**src/rtl/lpc_io_target.sv**
```systemverilog
// lpc_io_target: LPC bus-side I/O target transactor.
// Decodes host I/O read/write cycles on LAD/LFRAME_N inside a 256-byte window
// (BASE_ADDR[15:8]) and hands Addr/Wr/Rd/DataWrSW to the register file.
// Read data (DataRd) is captured before the Rd strobe so a read-clear in the
// register file cannot corrupt the returned nibbles.
// Optional feature: define LPC_LONG_WAIT_EN to insert WAIT_CYCLES long-wait
// SYNC nibbles (4'h6) between HTAR1 and SYNC.
module lpc_io_target #(
  parameter logic [15:0] BASE_ADDR   = 16'h0800,
  parameter int unsigned WAIT_CYCLES = 2
) (
  input  logic       LpcClock,
  input  logic       PciReset,
  input  logic       LFRAME_N,
  input  logic [3:0] LAD_in,
  output logic [3:0] LAD_out,
  output logic       LAD_oe,
  input  logic [7:0] DataRd,
  output logic [7:0] Addr,
  output logic       Wr,
  output logic       Rd,
  output logic [7:0] DataWrSW
);

  localparam logic [3:0] IDLE  = 4'd0;
  localparam logic [3:0] CYC   = 4'd1;
  localparam logic [3:0] ADR3  = 4'd2;
  localparam logic [3:0] ADR2  = 4'd3;
  localparam logic [3:0] ADR1  = 4'd4;
  localparam logic [3:0] ADR0  = 4'd5;
  localparam logic [3:0] WD0   = 4'd6;
  localparam logic [3:0] WD1   = 4'd7;
  localparam logic [3:0] HTAR0 = 4'd8;
  localparam logic [3:0] HTAR1 = 4'd9;
  localparam logic [3:0] SYNC  = 4'd10;
  localparam logic [3:0] RD0   = 4'd11;
  localparam logic [3:0] RD1   = 4'd12;
  localparam logic [3:0] PTAR0 = 4'd13;
  localparam logic [3:0] PTAR1 = 4'd14;
`ifdef LPC_LONG_WAIT_EN
  localparam logic [3:0] LWAIT = 4'd15;
`endif

  logic [3:0] state;
  logic [3:0] nextState;
  logic       isWrite;
  logic [3:0] adrHi;
  logic [3:0] wdLo;
  logic [7:0] rdData;
`ifdef LPC_LONG_WAIT_EN
  logic [3:0] waitCnt;
`endif

  // Next-state decode; LFRAME_N low overrides every state (START or abort).
  always_comb begin
    nextState = state;
    if (!LFRAME_N) begin
      nextState = (LAD_in == 4'h0) ? CYC : IDLE;
    end else begin
      case (state)
        IDLE:  nextState = IDLE;
        CYC:   nextState = (LAD_in[3:2] == 2'b00) ? ADR3 : IDLE;
        ADR3:  nextState = (LAD_in == BASE_ADDR[15:12]) ? ADR2 : IDLE;
        ADR2:  nextState = (LAD_in == BASE_ADDR[11:8]) ? ADR1 : IDLE;
        ADR1:  nextState = ADR0;
        ADR0:  nextState = isWrite ? WD0 : HTAR0;
        WD0:   nextState = WD1;
        WD1:   nextState = HTAR0;
        HTAR0: nextState = HTAR1;
`ifdef LPC_LONG_WAIT_EN
        HTAR1: nextState = LWAIT;
        LWAIT: nextState = (waitCnt == '0) ? SYNC : LWAIT;
`else
        HTAR1: nextState = SYNC;
`endif
        SYNC:  nextState = isWrite ? PTAR0 : RD0;
        RD0:   nextState = RD1;
        RD1:   nextState = PTAR0;
        PTAR0: nextState = PTAR1;
        PTAR1: nextState = IDLE;
        default: nextState = IDLE;
      endcase
    end
  end

  // State register.
  always_ff @(posedge LpcClock or negedge PciReset) begin
    if (!PciReset) state <= IDLE;
    else           state <= nextState;
  end

  // Cycle decode datapath: direction, address shadow, write data, read capture.
  always_ff @(posedge LpcClock or negedge PciReset) begin
    if (!PciReset) begin
      isWrite  <= 1'b0;
      adrHi    <= '0;
      wdLo     <= '0;
      rdData   <= '0;
      Addr     <= '0;
      DataWrSW <= '0;
    end else begin
      if (state == CYC) isWrite <= LAD_in[1];
      if (state == ADR1 && nextState == ADR0) adrHi <= LAD_in;
      if (state == ADR0 && (nextState == WD0 || nextState == HTAR0))
        Addr <= {adrHi, LAD_in};
      if (state == WD0 && nextState == WD1) wdLo <= LAD_in;
      if (state == WD1 && nextState == HTAR0) DataWrSW <= {LAD_in, wdLo};
      if (state == HTAR1) rdData <= DataRd;
    end
  end

`ifdef LPC_LONG_WAIT_EN
  // Long-wait counter: loaded on leaving HTAR1, counts down through LWAIT.
  always_ff @(posedge LpcClock or negedge PciReset) begin
    if (!PciReset)            waitCnt <= '0;
    else if (state == HTAR1)  waitCnt <= 4'(WAIT_CYCLES - 1);
    else if (state == LWAIT)  waitCnt <= waitCnt - 4'd1;
  end
`endif

  // Registered pin drive and strobes, decoded from the state being entered.
  always_ff @(posedge LpcClock or negedge PciReset) begin
    if (!PciReset) begin
      LAD_oe  <= 1'b0;
      LAD_out <= 4'hF;
      Wr      <= 1'b0;
      Rd      <= 1'b0;
    end else begin
      Wr <= (nextState == SYNC) && isWrite;
      Rd <= (nextState == SYNC) && !isWrite;
      case (nextState)
        SYNC:  begin LAD_oe <= 1'b1; LAD_out <= 4'h0;        end
`ifdef LPC_LONG_WAIT_EN
        LWAIT: begin LAD_oe <= 1'b1; LAD_out <= 4'h6;        end
`endif
        RD0:   begin LAD_oe <= 1'b1; LAD_out <= rdData[3:0]; end
        RD1:   begin LAD_oe <= 1'b1; LAD_out <= rdData[7:4]; end
        PTAR0: begin LAD_oe <= 1'b1; LAD_out <= 4'hF;        end
        default: begin LAD_oe <= 1'b0; LAD_out <= 4'hF;      end
      endcase
    end
  end

endmodule
```
**config.mk**
```make
export PLATFORM = sky130hd
export DESIGN_NAME = lpc_io_target
export DESIGN_NICKNAME = d
export VERILOG_FILES = /design/src/rtl/lpc_io_target.sv
export SDC_FILE = /design/constraint.sdc
export NUM_CORES = 1
export LEC_CHECK = 0
export ABC_AREA = 1
export CORE_UTILIZATION = 45
export CTS_BUF_LIST = sky130_fd_sc_hd__clkbuf_4 sky130_fd_sc_hd__clkbuf_8 sky130_fd_sc_hd__clkbuf_16
export CTS_CLUSTER_DIAMETER = 150
export DETAILED_ROUTE_END_ITERATION = 16
export PLACE_DENSITY = 0.7
export SLEW_MARGIN = 40
export SYNTH_ARGS = -nofsm -noshare
export SYNTH_HDL_FRONTEND = slang
export SYNTH_SLANG_ARGS = --single-unit
export TNS_END_PERCENT = 5
```
**constraint.sdc**
```tcl
create_clock -name LpcClock -period 2.18 [get_ports LpcClock]
set_input_delay 0.436 -clock LpcClock [delete_from_list [all_inputs] [get_ports LpcClock]]
set_output_delay 0.436 -clock LpcClock [all_outputs]
set_load 0.02 [all_outputs]
```
==> impl_metrics.toml <==
[outcome]
outcome = "finished clean"

[global_routing]
grt_pass1_wl_mm = 7.320
grt_max_degree = 45
gr-usage-all-layers_pct = 18.57
grt_pass1_vias = 1652
antenna_found_initial = 0
gr-total-overflow = 0
grtUsageMet2_pct = 31.75
grt_use_met1_pct = 23.84
grt_use_met3_pct = 3.797
grt_busiest_layer = "met2"

[setup_path]
rr_startpoint = "state[1]$_DFF_PN0_"
crit_buf_inv = 2
crit_top_cell = "nor2_1"
r2r_slack_ns = 0.26
worstSetupPathType = "reg2reg"
path_max_fanout = 10
worstSetupStartpointType = "flip-flop"
rr_endpoint = "LAD_out[3]$_DFF_PN1_"
arrival_ns = 2.15
reg2regPathDepth = 10
path_delay_family = "simple AND/OR/NAND/NOR gates"
cp_data_required_time_ns = 2.41
critPathMaxStageDelay_ns = 0.44
cp-end-kind = "flip-flop"
path_cells = "inv_1 -> nand2_2 -> nor2_1 -> buf_4 -> a21oi_4 -> nand3_4 -> nand3_2 -> nor2_1 -> nand2_1 -> nand3_1"
crit_slowest_cell = "dfrtp_1"

[timing]
hold_slack_ns = 0.1972
min_period_ns = 1.920
tightest_slew_ns = 0.5353
hold_viol_final = 0
slew_headroom_pct = 64.31
fin_skew_ns = 0.004097
timing.fmax_mhz = 520.7
finalSetupViolations = 0
rsz0062_at_grt = "false"
slew_violations = 0
fin_crit_sh_pct = 88.09

[finish]
final_cells = 347
layout_common_cells = "nand2_1 (70), dfrtp_1 (40), clkdlybuf4s50_1 (36), inv_1 (19), buf_4 (17)"
fin_util_pct = 62.83
syn_to_final_growth_pct = 30.37
insertedDiodeCount = 0
final_common_cell = "nand2_1"
fin_nets = 309
stdcell_area_um2 = 2830
drive_gt1_share_pct = 28.14

[place]
place.gp.congestion = 0.8803
placed_area_um2 = 2741
place_inst = 339
numPortBuffers = 37
hpwl_mm = 3.257

[routing]
vias = 1711
totalWireLength_mm = 4.245
drt_pass1_iterations = 4
drcViolationCount = 0
routedWlPerCell_um = 12.23
vias_per_cell = 4.931
drt_iter0_drc = 62
postRouteAntennaNets = 0

[power]
leakage_uw = 0.001367
finalPower_uw = 1457
power.density_nw_per_um2 = 514.9
ir_worst_vdd_mv = 0.3168

[logic_synthesis]
yosys_register_bits = 44
synth_top_area_cell = "dfrtp_1"
ys_warn_count = 0
synth_area_um2 = 2171
yosysTopAreaCellShare_pct = 46.11
syn-instance-count = 234
syn_nets = 249
syn_area_per_cell_um2 = 9.277
ys_seq_area_share_pct = 50.95
synthTopCellsByArea = "dfrtp_1 (46%), nand2_1 (12%), dfstp_2 (4.8%)"
synthDistinctLibCells = 29

[clocking]
ctsHtreeMaxLevel = 2
numCtsBuffers = 5
clockBufferDepth = 2
cts_hold_buffers = 0
clk_pin_slew_worst_paths_ns = 0.08
cts_resized = 0
worstSkewPairLatency_ns = 0.29
post_cts_buffers = 0
cts.sinks = 44
cts_tree = "yes"
ctsRootBufferMaster = "clkbuf_8"

[floorplanning]
die_height_um = 71.46
core.rowCount = 24
design.die.area_um2 = 5106
fp.coreArea_um2 = 4504
initial_core_util_pct = 48.19
ios = 38
die_width_um = 71.46

[hold_path]
hold_path_class = "in2async"

[job]
cap_violations = 0
-- metrics by stage --
stage | setup TNS [ns] | worst slack (ns)
after floorplan | 0 | 0.4993
after global placement | 0 | 0.03512
after detailed placement | -0.07686 | -0.02255
after CTS | 0 | 0.2689
after global routing | 0 | 0.09245
final | 0 | 0.2597
-- synthesized netlist by cell type (all sizes together) --
cell    count
dfrtp      40
dfstp       4
o211ai      2
nand4       1
nor2       20
mux2        8
inv        28
a21oi       1
o21ai      21
nor3        3
o21bai      1
nand3      20
nor3b       1
nand2      81
buf         3
-- flip-flops by register name, summed over array words and instances (netlist names) --
register	cells
Addr	8
DataWrSW	8
rdData	8
LAD_out	4
adrHi	4
state	4
wdLo	4
LAD_oe	1
Rd	1
Wr	1
isWrite	1
-- per-layer routing --
| layer | part of all wire, % | vias up | routed length (µm) |
|---|---|---|---|
| met3 | 3.7 | 5 | 156 |
| met1 | 46 | 798 | 1949 |
| li1 | - | 866 | - |
| met2 | 49 | 42 | 2079 |
| met5 | 0 | - | 0 |
| met4 | 1.4 | 0 | 60 |
-- kinds of logic after synthesis --
logic type	synth area share [%]
compound gates	8.184
buf+inv	6.225
flops	50.95
mux	4.150
simple gates	30.49
-- cell type report --
cell class              count  area, µm²
inverters                  28      107.6
well taps                  52      65.06
clock inverters             2      12.51
multi-input cells         159      929.6
flip-flops and latches     44       1106
fillers                   403       1674
repair buffers             56      533.0
clock buffers               6      76.32
-- worst register-to-register path, cell delays in order (launching register included) --
cell and delay, ns:
dfrtp_1 0.44, inv_1 0.15, nand2_2 0.07, nor2_1 0.21, buf_4 0.25, a21oi_4 0.08, nand3_4 0.13, nand3_2 0.12
nor2_1 0.24, nand2_1 0.08, nand3_1 0.10
-- worst max path at each step --
stage / start / endpoint / depth (start not counted)
3_3_place_gp: LAD_in[2] / Addr[7]$_DFFE_PN0P_ / 13
4_1_cts: state[0]$_DFF_PN0_ / Addr[3]$_DFFE_PN0P_ / 14
6_report: state[1]$_DFF_PN0_ / LAD_out[3]$_DFF_PN1_ / 10
2_1_floorplan: state[1]$_DFF_PN0_ / DataWrSW[6]$_DFFE_PN0P_ / 11
5_1_grt: state[0]$_DFF_PN0_ / Addr[2]$_DFFE_PN0P_ / 14
3_5_place_dp: LAD_in[2] / Addr[3]$_DFFE_PN0P_ / 15
-- report_power, final --
part,switching (µW),internal (µW)
Combinational,48.4,46.8
Clock,272,236
Sequential,21.8,832
Note: power is estimated with default switching activity, not from simulation.
